--- config.mk ---
export PLATFORM = sky130hd
export DESIGN_NAME = display_resultado
export DESIGN_NICKNAME = d
export VERILOG_FILES = /design/src/rtl/display_resultado_pkg.sv /design/src/rtl/display_resultado_seg7_decoder.sv /design/src/rtl/display_resultado.sv
export SDC_FILE = /design/constraint.sdc
export NUM_CORES = 1
export LEC_CHECK = 0
export ABC_AREA = 0
export CORE_MARGIN = 1.5
export CORE_UTILIZATION = 55
export DETAILED_ROUTE_END_ITERATION = 6
export GPL_ROUTABILITY_DRIVEN = 0
export GPL_TIMING_DRIVEN = 0
export MAX_ROUTING_LAYER = met4
export PLACE_DENSITY = 0.76
export RECOVER_POWER = 50
export SLEW_MARGIN = 0
export SYNTH_ARGS = -nofsm -noshare
export SYNTH_HDL_FRONTEND = slang
export SYNTH_SLANG_ARGS = --single-unit
export TNS_END_PERCENT = 1
--- constraint.sdc ---
create_clock -name clk -period 5.8 [get_ports clk]
set_clock_uncertainty 0.15 [all_clocks]
set_input_delay 1.74 -clock clk [delete_from_list [all_inputs] [get_ports clk]]
set_output_delay 1.74 -clock clk [all_outputs]
set_load 0.01 [all_outputs]
--- src/rtl/display_resultado_pkg.sv ---
// rtl/display_resultado_pkg.sv - shared types and constants for the result display
package display_resultado_pkg;

   // Conversion sequencer states
   typedef enum logic [1:0] {
      IDLE    = 2'd0,
      CONVERT = 2'd1,
      LOAD    = 2'd2
   } state_t;

   localparam int NUM_DIGITS = 5;
   localparam int DATA_W     = 14;
   localparam int BCD_W      = 4 * NUM_DIGITS;

   // Segment patterns are {g,f,e,d,c,b,a}, active-low
   localparam logic [6:0] BLANK = 7'b1111111;
   localparam logic [6:0] MINUS = 7'b0111111;

   // Digit table, element index = decimal digit
   localparam logic [9:0][6:0] SEG_TABLE = {
      7'b0010000,   // 9
      7'b0000000,   // 8
      7'b1111000,   // 7
      7'b0000010,   // 6
      7'b0010010,   // 5
      7'b0011001,   // 4
      7'b0110000,   // 3
      7'b0100100,   // 2
      7'b1111001,   // 1
      7'b1000000    // 0
   };

   // Add-3 correction applied to every BCD digit >= 5 before each shift
   function automatic logic [BCD_W-1:0] dabble_adjust(input logic [BCD_W-1:0] bcd);
      logic [BCD_W-1:0] adj;
      adj = bcd;
      for (int i = 0; i < NUM_DIGITS; i++) begin
         if (bcd[4*i +: 4] >= 4'd5) begin
            adj[4*i +: 4] = bcd[4*i +: 4] + 4'd3;
         end
      end
      return adj;
   endfunction

endpackage

--- src/rtl/display_resultado_seg7_decoder.sv ---
// rtl/display_resultado_seg7_decoder.sv - BCD digit to active-low 7-segment pattern
module seg7_decoder
   import display_resultado_pkg::*;
(
   input  logic [3:0] bcd,
   input  logic       blank,
   output logic [6:0] seg
);

   // Blanked or non-decimal codes light nothing
   always_comb begin
      seg = BLANK;
      if (!blank && (bcd <= 4'd9)) begin
         seg = SEG_TABLE[bcd];
      end
   end

endmodule

--- src/rtl/display_resultado.sv ---
// rtl/display_resultado.sv - signed result to multiplexed 6-digit 7-segment display
module display_resultado
   import display_resultado_pkg::*;
#(
   parameter int SCAN_DIV = 50000
)
(
   input  logic        clk,
   input  logic        reset,
   input  logic [13:0] result,
   input  logic        signal,
   input  logic        start,
   output logic        busy,
   output logic        done,
   output logic [6:0]  seg,
   output logic [5:0]  an
);

   localparam int SCAN_W = (SCAN_DIV > 2) ? $clog2(SCAN_DIV) : 1;
   localparam logic [SCAN_W-1:0] SCAN_LAST = SCAN_W'(SCAN_DIV - 1);
   localparam logic [3:0] LAST_ITER = 4'(DATA_W - 1);
   localparam logic [2:0] SIGN_POS = 3'(NUM_DIGITS);

   state_t            state;
   state_t            state_next;
   logic              capture;
   logic              step;
   logic              load;

   logic [DATA_W-1:0] shreg;
   logic [BCD_W-1:0]  bcd_work;
   logic [BCD_W-1:0]  bcd_adj;
   logic [3:0]        iter_cnt;
   logic              sign_lat;

   logic [BCD_W-1:0]  disp_bcd;
   logic              disp_sign;

   logic [SCAN_W-1:0] scan_cnt;
   logic [2:0]        digit_idx;

   logic [NUM_DIGITS-1:0] lead_zero;
   logic              upper_zero;
   logic [3:0]        dec_bcd;
   logic              dec_blank;
   logic [6:0]        dig_seg;

   // State register
   always_ff @(posedge clk) begin
      if (reset) begin
         state <= IDLE;
      end else begin
         state <= state_next;
      end
   end

   // Next-state and datapath strobes; start only counts while idle
   always_comb begin
      state_next = state;
      capture    = 1'b0;
      step       = 1'b0;
      load       = 1'b0;
      case (state)
         IDLE: begin
            if (start) begin
               capture    = 1'b1;
               state_next = CONVERT;
            end
         end
         CONVERT: begin
            step = 1'b1;
            if (iter_cnt == LAST_ITER) begin
               state_next = LOAD;
            end
         end
         LOAD: begin
            load       = 1'b1;
            state_next = IDLE;
         end
         default: state_next = IDLE;
      endcase
   end

   assign busy    = (state != IDLE);
   assign bcd_adj = dabble_adjust(bcd_work);

   // Double-dabble engine: latch operands, then one shift-and-add-3 per cycle, MSB first
   always_ff @(posedge clk) begin
      if (reset) begin
         shreg    <= '0;
         bcd_work <= '0;
         iter_cnt <= '0;
         sign_lat <= 1'b0;
      end else if (capture) begin
         shreg    <= result;
         sign_lat <= signal;
         bcd_work <= '0;
         iter_cnt <= '0;
      end else if (step) begin
         bcd_work <= {bcd_adj[BCD_W-2:0], shreg[DATA_W-1]};
         shreg    <= {shreg[DATA_W-2:0], 1'b0};
         iter_cnt <= iter_cnt + 4'd1;
      end
   end

   // Display registers only change on a completed conversion, so no partial value is shown
   always_ff @(posedge clk) begin
      if (reset) begin
         disp_bcd  <= '0;
         disp_sign <= 1'b0;
         done      <= 1'b0;
      end else begin
         done <= load;
         if (load) begin
            disp_bcd  <= bcd_work;
            disp_sign <= sign_lat;
         end
      end
   end

   // Free-running digit scan: each position stays lit for SCAN_DIV cycles
   always_ff @(posedge clk) begin
      if (reset) begin
         scan_cnt  <= '0;
         digit_idx <= 3'd0;
      end else if (scan_cnt == SCAN_LAST) begin
         scan_cnt  <= '0;
         digit_idx <= (digit_idx == SIGN_POS) ? 3'd0 : digit_idx + 3'd1;
      end else begin
         scan_cnt <= scan_cnt + 1'b1;
      end
   end

   // Active-low one-hot enable for the current position
   always_comb begin
      an = ~(6'b000001 << digit_idx);
   end

   // A digit is a leading zero when it and every higher digit are zero; units never blanks
   always_comb begin
      lead_zero  = '0;
      upper_zero = 1'b1;
      for (int i = NUM_DIGITS - 1; i >= 1; i--) begin
         upper_zero   = upper_zero && (disp_bcd[4*i +: 4] == 4'd0);
         lead_zero[i] = upper_zero;
      end
   end

   // Select the digit feeding the shared decoder
   always_comb begin
      dec_bcd   = 4'd0;
      dec_blank = 1'b1;
      case (digit_idx)
         3'd0: begin dec_bcd = disp_bcd[3:0];   dec_blank = lead_zero[0]; end
         3'd1: begin dec_bcd = disp_bcd[7:4];   dec_blank = lead_zero[1]; end
         3'd2: begin dec_bcd = disp_bcd[11:8];  dec_blank = lead_zero[2]; end
         3'd3: begin dec_bcd = disp_bcd[15:12]; dec_blank = lead_zero[3]; end
         3'd4: begin dec_bcd = disp_bcd[19:16]; dec_blank = lead_zero[4]; end
         default: begin dec_bcd = 4'd0; dec_blank = 1'b1; end
      endcase
   end

   seg7_decoder u_dec (
      .bcd   (dec_bcd),
      .blank (dec_blank),
      .seg   (dig_seg)
   );

   // Sign position bypasses the decoder
   always_comb begin
      seg = dig_seg;
      if (digit_idx == SIGN_POS) begin
         seg = disp_sign ? MINUS : BLANK;
      end
   end

endmodule

==> results by group, run 1 <==
Timing
  – Pin slew with the least headroom to its limit: 0.547 ns
  – Crit path setup slack, layout: 0.391 ns
  – Setup-failing EPs final: 0
  – Portion of the clock cycle consumed by the worst path in the final layout: 93.3%
  – Max-slew headroom: 63.4%
  – Final Max Slew Viols: 0
  – Number of hold violations in the final report: 0
  – Setup repair after global routing missed its margin: false
  – Highest clock rate: 0.185 GHz
  – Fin crit period: 5.41 ns
  – Aggregate negative setup slack: 0 ns

Die
  – Area of the placeable core: 6910 sq um
  – Overall die width: 88.4 microns
  – Initial Utilization: 58.0%
  – Height of the chip: 88.4 microns
  – Count of standard-cell rows: 30
  – Die Area: 7810 sq um
  – I/O Pins: 33

Power
  – Pwr Density: 215 nW/um^2
  – Largest voltage drop on the vdd net: 0.000159 V
  – Reported leakage power: 1.63 nW
  – Pint: 0.751 mW
  – Combinational Power Share: 6.8%
  – Relative contribution of the clock network to total power: 34.4%
  – Sw power: 0.236 mW
  – Relative contribution of sequential cells to total power: 58.8%
  – Switching part of the total power: 23.9%

Synth
  – Mapped cell area: 4010 sq um
  – Cell accounting for the most synthesized area: sky130_fd_sc_hd__dfxtp_1
  – Share of synthesized registers carrying an async set or reset: 0%
  – Most frequent cell after synthesis: sky130_fd_sc_hd__nand2_1
  – Syn Nets: 537
  – Largest cells by area after synthesis: sky130_fd_sc_hd__dfxtp_1 (41%), sky130_fd_sc_hd__a21oi_1 (8.2%), sky130_fd_sc_hd__nand2_1 (8.1%)
  – Flip-flop and latch count after synthesis: 82
  – Top cell type's share of synthesized area: 40.9%
  – Number of enable flip-flop cells after synthesis: 0
  – Cell variety after synth: 48
  – Fraction of the yosys area taken by sequential cells: 40.9%
  – Top cells by instance count after synthesis: sky130_fd_sc_hd__nand2_1 (86), sky130_fd_sc_hd__dfxtp_1 (82), sky130_fd_sc_hd__a21oi_1 (66)
  – Most used DFF post-synth: sky130_fd_sc_hd__dfxtp_1
  – Post-Syn Area per Cell: 8.02 sq um
  – Warning count from the yosys run: 0
  – Number of standard cells after synthesis: 500

Worst setup path
  – Setup CP Type: reg -> out
  – Delay of the slowest cell on the worst path: 0.56 ns
  – Bufs and invs on worst path: 3
  – Cell family contributing the most delay on the critical path: compound AO/OA/AOI/OAI gates
  – Nature of the critical path startpoint: flop
  – Data required time at the worst endpoint: 3.91 ns
  – Worst path arrival time: 3.52 ns
  – Sort of element at the end of the critical path: primary output
  – Cells along the critical path: clkbuf_2 -> and2_1 -> ha_2 -> a22oi_1 -> o21ai_0 -> inv_1 -> ha_1 -> o21ai_0 -> a211oi_1 -> o221a_2 -> o22ai_1 -> clkdlybuf4s50_1
  – Cell with the largest stage delay on the worst path: sky130_fd_sc_hd__clkdlybuf4s50_1
  – Worst-path maximum fanout: 10
  – Cell repeated most along the worst path: sky130_fd_sc_hd__o21ai_0

Drt
  – Number of routed nets with antenna violations: 0
  – Initial detailed-routing violation count: 191
  – Number of vias in the routed layout: 3505
  – Post-detailed-route DRC marker count: 0
  – Per-cell via count in the routed design: 5.46
  – Aggregate routed wire length: 8430 microns
  – Detail-routed net length per standard cell: 13.1 microns
  – Router iterations before antenna repair: 5

Final layout
  – Area of all sequential standard cells: 1640 sq um
  – Final-layout fill cell count: 623
  – Ratio of cells with drive above 1 in the final layout: 5.31%
  – Non-filler cells, final: 642
  – Total non-filler cell area in the finished layout: 4580 sq um
  – Diodes inserted: 0
  – Multi-input logic area: 2160 sq um
  – Final standard cell utilization of the core: 66.3%
  – Area growth from synthesis to layout: 14.3%
  – Final nets: 579

Placed design
  – Count of placed standard cells including taps: 627
  – Sum of net half-perimeters after detailed placement: 6350 microns
  – Number of buffer cells added on primary ports: 31
  – Setup WS pre-CTS: 0.302 ns
  – Instance area after placement: 4440 sq um

GRT
  – Pin count of the biggest net entering global routing: 13
  – Overall fraction of global-route tracks in use: 24.3%
  – Number of global-route vias before repair: 3314
  – Number of antenna violations at the first check in global routing: 0
  – Total congestion overflow after global routing: 0
  – Wire length of the first global-routing pass: 14500 microns

Clock tree
  – Master cell of the clock root buffer: sky130_fd_sc_hd__clkbuf_8
  – Clk Latency, worst-skew pair: 0.34 ns
  – Maximum number of buffers from clock root to sink: 2
  – Number of clock sinks: 82
  – Number of levels in the clock H-tree: 3
  – TritonCTS buffer count: 9
  – TritonCTS clock tree: yes
  – Clock input transition at the sequential cells of the worst setup and hold paths: 0.07 ns

Flow run
  – Max-cap violation count: 0

Status
  – Status: finished, final reports clean

Worst hold path
  – Type of the worst min-delay path: reg -> reg
## path summary, 6_finish.rpt
path	startpoint	end	slack, ns	cells after the start
worst max-delay path	digit_idx[0]	seg[6]	0.39	12
worst min-delay path	shreg[9]	shreg[9]	0.31	2
worst max register to register	scan_cnt[5]	scan_cnt[11]	3.26	6
worst min register to register	shreg[9]	shreg[9]	0.31	2
## layout by cell type (no fill, tap or decap), types with 5 or more instances in the layout
| cell | instances |
|---|---|
| sky130_fd_sc_hd__a21oi_1 | 66 |
| sky130_fd_sc_hd__clkdlybuf4s50_1 | 30 |
| sky130_fd_sc_hd__nor2_1 | 48 |
| sky130_fd_sc_hd__and3_1 | 5 |
| sky130_fd_sc_hd__nand2_1 | 86 |
| sky130_fd_sc_hd__o21ai_0 | 18 |
| sky130_fd_sc_hd__xor2_1 | 13 |
| sky130_fd_sc_hd__dfxtp_1 | 82 |
| sky130_fd_sc_hd__mux2i_1 | 7 |
| sky130_fd_sc_hd__inv_1 | 22 |
| sky130_fd_sc_hd__nand2b_1 | 8 |
| sky130_fd_sc_hd__clkbuf_1 | 24 |
| sky130_fd_sc_hd__and2_1 | 6 |
| sky130_fd_sc_hd__xnor2_1 | 14 |
| sky130_fd_sc_hd__nand3_1 | 14 |
| sky130_fd_sc_hd__ha_1 | 18 |
| sky130_fd_sc_hd__a22oi_1 | 15 |
| sky130_fd_sc_hd__clkbuf_8 | 9 |
| sky130_fd_sc_hd__nor3_1 | 8 |
## registers in the layout, summed over array words and instances (netlist names), 2 cells and up
name / cells
bcd_work: 20
scan_cnt: 16
disp_bcd: 20
digit_idx: 3
iter_cnt: 4
shreg: 14
state: 2
## layout make-up
cell class	instances	area share, %
plain buffers	26	2.24
clock buffers	11	2.87
clock inverters	4	0.437
inverters	22	1.80
multi-input cells	368	47.1
flip-flops and latches	82	35.8
well taps	96	2.62
repair buffers	33	7.10
## metal layers
| metal | GRT usage [%] | vias up | part of all wire, % |
|---|---|---|---|
| met5 | - | - | 0 |
| met4 | 9.94 | 0 | 1.6 |
| met3 | 3.45 | 13 | 4.1 |
| met2 | 40.2 | 92 | 48 |
| met1 | 29.8 | 1620 | 47 |
| li1 | - | 1780 | - |
## power by group through the flow
stage,registers [mW],clock network [mW],logic (mW)
floorplan,0.592,0,0.0435
global placement,0.593,0,0.0681
detailed placement,0.593,0,0.0690
CTS,0.580,0.343,0.0693
global route,0.582,0.366,0.0745
finish,0.580,0.339,0.0670
## tightest hold or removal path: stages, from the launching register on
cell	delay [ns]
sky130_fd_sc_hd__dfxtp_1	0.31
sky130_fd_sc_hd__nand2_1	0.05
sky130_fd_sc_hd__a21oi_1	0.05
## cells by family (layout without fill, tap and decap cells)
| group | count (synthesis) | after routing | synth area share, % |
|---|---|---|---|
| mux | 10 | 10 | 2.59 |
| buf+inv | 50 | 96 | 5.24 |
| flops | 82 | 82 | 40.9 |
| compound gates | 116 | 116 | 17.0 |
| xor+xnor | 27 | 27 | 5.90 |
| simple gates | 196 | 196 | 22.4 |
| fa+ha+maj | 19 | 19 | 5.93 |
## per-stage QoR
step / power [mW] / hold slack (ns)
3_3_place_gp: 0.661 / 0.291
3_5_place_dp: 0.662 / 0.298
5_1_grt: 1.02 / 0.321
6_report: 0.986 / 0.306
2_1_floorplan: 0.635 / 0.279
4_1_cts: 0.993 / 0.309
## what timing repair did
| action | CTS | global route |
|---|---|---|
| hold buffers | 0 | 0 |
| pin swaps | 0 | 1 |
| setup endpoints to repair | 1 | 7 |
| setup buffers | 0 | 2 |
| resized for setup | 0 | 3 |
(Power assumes the default switching activity.)
==> inputs of run 2 (changes only) <==
clock period = 5.3 ns   (was 5.8 ns; I/O delays follow)
==> run 2 against run 1 <==
  * Sequential power is 9.5% higher
  * First-iteration DRC count is 19% lower
  * Core utilization is 0.29 points higher
  * Die area stayed put
  * Sequential share of layout area is 0.16 points lower
  * Largest cell class unchanged
==> results by group, run 2 (synthesized netlist as in run 1, its figures left out) <==
Status
  – Status: finished, final reports clean

Timing
  – Setup repair after global routing missed its margin: false
  – Highest clock rate: 0.197 GHz
  – Crit path setup slack, layout: 0.214 ns (-0.177 ns)
  – Pin slew with the least headroom to its limit: 0.548 ns (+0.00110 ns)
  – Final hold slack: 0.306 ns (-0.0000780 ns)
  – Setup-failing EPs final: 0 (unchanged)
  – Aggregate negative setup slack: 0 ns (unchanged)
  – Final Max Slew Viols: 0 (unchanged)
  – Max-slew headroom: 63.3% (-0.073 points)
  – Fin crit period: 5.09 ns
  – Number of hold violations in the final report: 0 (unchanged)
  – Portion of the clock cycle consumed by the worst path in the final layout: 96.0%

Worst setup path
  – Nature of the critical path startpoint: flop
  – Worst path arrival time: 3.35 ns (-0.17 ns)
  – Worst setup path startpoint: digit_idx[1]
  – Cells along the critical path: clkbuf_4 -> clkbuf_4 -> and2_1 -> ha_4 -> a22oi_1 -> o21ai_2 -> inv_1 -> ha_1 -> o21ai_0 -> a211oi_1 -> o221a_2 -> o22ai_1 -> clkdlybuf4s50_1
  – Delay of the slowest cell on the worst path: 0.56 ns (about the same)
  – Worst-path maximum fanout: 10 (unchanged)
  – Setup CP Type: reg -> out
  – Cell with the largest stage delay on the worst path: sky130_fd_sc_hd__clkdlybuf4s50_1
  – Data required time at the worst endpoint: 3.56 ns (-0.35 ns)
  – Cell repeated most along the worst path: sky130_fd_sc_hd__clkbuf_4
  – Sort of element at the end of the critical path: primary output
  – Reg-to-reg critical path startpoint: scan_cnt[5]

GRT
  – Wire length of the first global-routing pass: 14500 microns (about the same)
  – Pin count of the biggest net entering global routing: 13 (unchanged)
  – Total congestion overflow after global routing: 0 (unchanged)
  – Overall fraction of global-route tracks in use: 24.3% (unchanged)
  – Number of global-route vias before repair: 3320 (+0.18%)
  – Number of antenna violations at the first check in global routing: 0 (unchanged)

Placed design
  – Sum of net half-perimeters after detailed placement: 6350 microns (unchanged)
  – Number of buffer cells added on primary ports: 31 (unchanged)
  – Setup WS pre-CTS: -0.0476 ns (-0.350 ns)

Clock tree
  – Number of levels in the clock H-tree: 3 (unchanged)
  – TritonCTS buffer count: 9 (unchanged)
  – Maximum number of buffers from clock root to sink: 2 (unchanged)
  – Master cell of the clock root buffer: sky130_fd_sc_hd__clkbuf_8
  – Clk Latency, worst-skew pair: 0.34 ns (about the same)
  – TritonCTS clock tree: yes
  – Clock input transition at the sequential cells of the worst setup and hold paths: 0.08 ns (about the same)
  – Number of buffers added to fix hold violations after cts: 0 (unchanged)
  – Number of clock sinks: 82 (unchanged)

Power
  – Largest voltage drop on the vdd net: 0.000174 V (+9.4%)
  – Pwr Density: 234 nW/um^2 (+8.9%)
  – Reported leakage power: 1.64 nW (+0.45%)
  – Overall power: 1.08 mW (+9.3%)

Flow run
  – Max-cap violation count: 0 (unchanged)

Final layout
  – Multi-input logic area: 2170 sq um (+0.64%)
  – Ratio of cells with drive above 1 in the final layout: 5.68% (+0.37 points)
  – Final standard cell utilization of the core: 66.6% (+0.29 points)
  – Area growth from synthesis to layout: 14.8%
  – Final-layout fill cell count: 621 (-0.32%)
  – Diodes inserted: 0 (unchanged)
  – Largest regs: bcd_work x20, disp_bcd x20, scan_cnt x16
  – Final nets: 579 (unchanged)
  – Area of all sequential standard cells: 1640 sq um (unchanged)
  – Commonest non-fill, non-tap cell in the layout: sky130_fd_sc_hd__nand2_1
  – Commonest non-fill, non-tap cells in the layout: sky130_fd_sc_hd__nand2_1 (86), sky130_fd_sc_hd__dfxtp_1 (82), sky130_fd_sc_hd__a21oi_1 (66)

Die
  – Count of standard-cell rows: 30 (unchanged)
  – Overall die width: 88.4 microns (unchanged)
  – Height of the chip: 88.4 microns (unchanged)
  – I/O Pins: 33 (unchanged)
  – Die Area: 7810 sq um (unchanged)
  – Area of the placeable core: 6910 sq um (unchanged)
  – Initial Utilization: 58.0% (unchanged)

Drt
  – Post-detailed-route DRC marker count: 0 (unchanged)
  – Initial detailed-routing violation count: 155 (-19%)
  – Aggregate routed wire length: 8450 microns (+0.24%)
  – Router iterations before antenna repair: 5 (unchanged)
  – Detail-routed net length per standard cell: 13.2 microns (+0.24%)
  – Number of routed nets with antenna violations: 0 (unchanged)
  – Per-cell via count in the routed design: 5.50 (+0.77%)
  – Number of vias in the routed layout: 3532 (+0.77%)

Worst hold path
  – HP Start: shreg[9]
  – Type of the worst min-delay path: reg -> reg
[run 2: final cells by class]
type                            count  area share [%]
Buffer                             26            2.37
Inverter                           22            1.79
Clock buffer                       11            2.86
Sequential cell                    82            35.7
Clock inverter                      4           0.435
Multi-Input combinational cell    368            47.2
Tap cell                           96            2.61
Timing Repair Buffer               33            7.07
[run 2: path summary, 6_finish.rpt]
check                  to  slack [ns]  depth (start not counted)
max                seg[6]        0.21                         13
max reg2reg  scan_cnt[11]        2.76                          6
min              shreg[9]        0.31                          2
min reg2reg      shreg[9]        0.31                          2
[run 2: worst max-delay path: cells and delay by family (launching register included)]
family                     cells  cell delay [ns]
buffers and inverters          4             1.08
DFF                            1             0.31
and+or+nand+nor                1             0.19
adders and majority gates      2             0.42
AOI/OAI and AO/OA              6             1.01
[run 2: per-layer routing]
layer	wire length [microns]	part of all wire, %	vias to the layer above	global-route usage [%]
met2	4070	48	105	40.2
met3	352	4.2	13	3.45
met1	3900	46	1632	29.8
met5	0	0	-	-
li1	-	-	1782	-
met4	131	1.5	0	9.94
[run 2: per-stage QoR]
| stage | cell area (sq um) | std cells |
|---|---|---|
| 2_1_floorplan | 4010 | 500 |
| 3_3_place_gp | 4440 | 627 |
| 3_5_place_dp | 4440 | 627 |
| 4_1_cts | 4610 | 643 |
| 5_1_grt | 4600 | 642 |
| 6_report | 4600 | 642 |
[run 2: power by group]
part	switching [mW]	leakage, nW	internal [mW]
Combinational	0.0438	0.892	0.0295
Clock	0.205	0.0827	0.165
Sequential	0.00788	0.664	0.627
[run 2: timing repair]
item,CTS,global route
setup endpoints to repair,7,7
pin swaps,1,0
resized for setup,5,4
setup buffers,2,0
==> inputs of run 3 (changes only) <==
CELL_PAD_IN_SITES_DETAIL_PLACEMENT = 2   (was default)
CELL_PAD_IN_SITES_GLOBAL_PLACEMENT = 2   (was default)
CORE_UTILIZATION = 35   (was 55)
PLACE_DENSITY = default   (was 0.76)
PLACE_DENSITY_LB_ADDON = 0.1   (was default)
==> run 3 against run 2 <==
  * Maximum frequency is 0.77% higher
  * Critical path depth is 1 lower
  * Clock power is 87% higher
  * Global-route usage is 3.0 points lower
  * Wire length is 34% higher
  * Sequential share of layout area is 1.8 points lower
  * Cell area is 5.4% higher
  * Highest routed layer unchanged
  * Largest power group is now the clock network
  * Via count is 2.2% higher
==> results by group, run 3 (synthesized netlist as in run 1, its figures left out) <==
Final layout
  – Final nets: 579 (unchanged)
  – Total non-filler cell area in the finished layout: 4850 sq um (+5.4%)
  – Area growth from synthesis to layout: 21.0%
  – Ratio of cells with drive above 1 in the final layout: 6.40% (+0.72 points)
  – Commonest non-fill, non-tap cell in the layout: sky130_fd_sc_hd__nand2_1
  – Largest regs: bcd_work x20, disp_bcd x20, scan_cnt x16
  – Final standard cell utilization of the core: 44.2% (-22 points)
  – Diodes inserted: 0 (unchanged)
  – Commonest non-fill, non-tap cells in the layout: sky130_fd_sc_hd__nand2_1 (86), sky130_fd_sc_hd__dfxtp_1 (82), sky130_fd_sc_hd__a21oi_1 (66)

Placed design
  – Instance area after placement: 4490 sq um (+1.2%)
  – Number of buffer cells added on primary ports: 31 (unchanged)
  – Sum of net half-perimeters after detailed placement: 8320 microns (+31%)
  – Setup WS pre-CTS: -0.155 ns (-0.108 ns)

Clock tree
  – Clock input transition at the sequential cells of the worst setup and hold paths: 0.07 ns (about the same)
  – Maximum number of buffers from clock root to sink: 2 (unchanged)
  – Number of levels in the clock H-tree: 3 (unchanged)
  – Clk Latency, worst-skew pair: 0.34 ns (about the same)
  – Number of clock sinks: 82 (unchanged)
  – Number of buffers added to fix hold violations after cts: 0 (unchanged)
  – Master cell of the clock root buffer: sky130_fd_sc_hd__clkbuf_16
  – TritonCTS buffer count: 9 (unchanged)
  – TritonCTS clock tree: yes

Worst setup path
  – Number of cells on the critical path: 12 (-1)
  – Cell with the largest stage delay on the worst path: sky130_fd_sc_hd__clkdlybuf4s50_1
  – Cell family contributing the most delay on the critical path: buffers and inverters
  – Data required time at the worst endpoint: 3.56 ns (about the same)
  – Nature of the critical path startpoint: flop
  – Cell repeated most along the worst path: sky130_fd_sc_hd__clkbuf_4
  – Number of cells on the worst reg-to-reg path: 6 (unchanged)
  – Setup CP Type: reg -> out
  – Cells along the critical path: clkbuf_4 -> clkbuf_4 -> and2_1 -> ha_4 -> a222oi_1 -> buf_4 -> ha_1 -> o21ai_1 -> a211oi_2 -> o221a_2 -> nand2_1 -> clkdlybuf4s50_1
  – Bufs and invs on worst path: 4 (unchanged)
  – Worst path arrival time: 3.31 ns (-0.04 ns)
  – Worst-path maximum fanout: 10 (unchanged)
  – Sort of element at the end of the critical path: primary output
  – Worst reg2reg setup slack: 2.71 ns (-0.05 ns)
  – Worst setup path startpoint: digit_idx[1]
  – Reg-to-reg critical path startpoint: scan_cnt[5]
  – Worst R2R End: scan_cnt[8]
  – Delay of the slowest cell on the worst path: 0.48 ns (-0.08 ns)

Die
  – Overall die width: 110 microns (+24%)
  – Area of the placeable core: 11000 sq um (+59%)
  – Height of the chip: 110 microns (+24%)
  – I/O Pins: 33 (unchanged)
  – Initial Utilization: 36.5% (-22 points)
  – Die Area: 12100 sq um (+55%)
  – Count of standard-cell rows: 38 (+27%)

GRT
  – Total congestion overflow after global routing: 0 (unchanged)
  – Pin count of the biggest net entering global routing: 16 (+3)
  – Number of antenna violations at the first check in global routing: 0 (unchanged)
  – Overall fraction of global-route tracks in use: 21.3% (-3.0 points)
  – Number of global-route vias before repair: 3851 (+16%)
  – Wire length of the first global-routing pass: 19200 microns (+32%)

Drt
  – Router iterations before antenna repair: 4 (-1)
  – Number of routed nets with antenna violations: 0 (unchanged)
  – Number of vias in the routed layout: 3610 (+2.2%)
  – Per-cell via count in the routed design: 5.25 (-4.5%)
  – Detail-routed net length per standard cell: 16.5 microns (+26%)
  – Initial detailed-routing violation count: 95 (-39%)
  – Post-detailed-route DRC marker count: 0 (unchanged)
  – Aggregate routed wire length: 11400 microns (+34%)

Power
  – Relative contribution of the clock network to total power: 49.2% (+15 points)
  – Switching part of the total power: 23.5% (-0.28 points)
  – Sw power: 0.331 mW (+29%)
  – Pwr Density: 290 nW/um^2 (+24%)
  – Reported leakage power: 1.81 nW (+10%)
  – Relative contribution of sequential cells to total power: 45.3% (-14 points)
  – Pint: 1.07 mW (+31%)
  – Combinational Power Share: 5.5% (-1.3 points)
  – Largest voltage drop on the vdd net: 0.000136 V (-22%)

Timing
  – Portion of the clock cycle consumed by the worst path in the final layout: 95.2% (-0.73 points)
  – Final Max Slew Viols: 0 (unchanged)
  – Aggregate negative setup slack: 0 ns (unchanged)
  – Fin crit period: 5.05 ns (-0.0386 ns)
  – Crit path setup slack, layout: 0.253 ns (+0.0386 ns)
  – Pin slew with the least headroom to its limit: 0.642 ns (+0.0935 ns)
  – Setup-failing EPs final: 0 (unchanged)
  – Final hold slack: 0.309 ns (+0.00261 ns)
  – Highest clock rate: 0.198 GHz (+0.77%)
  – Number of hold violations in the final report: 0 (unchanged)
  – Setup repair after global routing missed its margin: false
  – Max-slew headroom: 57.0% (-6.3 points)

Worst hold path
  – Type of the worst min-delay path: reg -> reg
  – HP Start: shreg[6]
  – Hold Crit Depth: 2 (unchanged)
  – Capture endpoint of the worst hold path: shreg[6]

Status
  – Status: finished, final reports clean

Flow run
  – Max-cap violation count: 0 (unchanged)
## run 3: worst max path at each step
stage	endpoint	slack, ns
after floorplan	seg[6]	0.90
after global placement	seg[6]	-0.06
after detailed placement	seg[6]	-0.16
after CTS	seg[6]	0.004
after global routing	seg[2]	0.02
final	seg[2]	0.25
## run 3: final cells by class
cell class | count | area, sq um
buffer | 26 | 109
clock buffer | 9 | 225
clock inverter | 7 | 101
fill | 1216 | 6130
inverter | 22 | 82.6
multi-input combinational | 368 | 2180
sequential | 82 | 1640
tap | 140 | 175
timing repair buffer | 33 | 340
## run 3: power by group through the flow
stage,Sequential [mW],Combinational [mW],Clock (mW)
after floorplan,0.648,0.0476,0
after global placement,0.649,0.0779,0
after detailed placement,0.650,0.0802,0
after CTS,0.636,0.0815,0.708
after global routing,0.637,0.0872,0.737
final,0.636,0.0769,0.692
## run 3: worst reg2reg max path: stages, from the launching register on
cell                       delay, ns
sky130_fd_sc_hd__dfxtp_1        0.36
sky130_fd_sc_hd__or4bb_1        0.57
sky130_fd_sc_hd__nor4_4         0.46
sky130_fd_sc_hd__or2_0          0.16
sky130_fd_sc_hd__clkbuf_1       0.25
sky130_fd_sc_hd__clkbuf_1       0.42
sky130_fd_sc_hd__nor2_1         0.10
## run 3: timing repair
| action | in CTS | in global routing |
|---|---|---|
| pin swaps | 1 | 3 |
| setup buffers | 2 | 0 |
| resized for setup | 6 | 10 |
| gates cloned | 0 | 0 |
| endpoints found under the setup margin | 7 | 7 |
## run 3: layer usage
metal	routed length, microns	share of wire (%)	vias up	track usage [%]
met4	131	1.2	0	7.14
li1	-	-	1784	-
met1	5140	45	1775	25.2
met2	5900	52	40	37.1
met3	196	1.7	11	3.06
met5	0	0	-	-
## run 3: metrics by stage
stage	instances	total power [mW]
floorplan	500	0.695
global route	687	1.46
global placement	671	0.727
CTS	688	1.43
detailed placement	671	0.730
finish	687	1.41
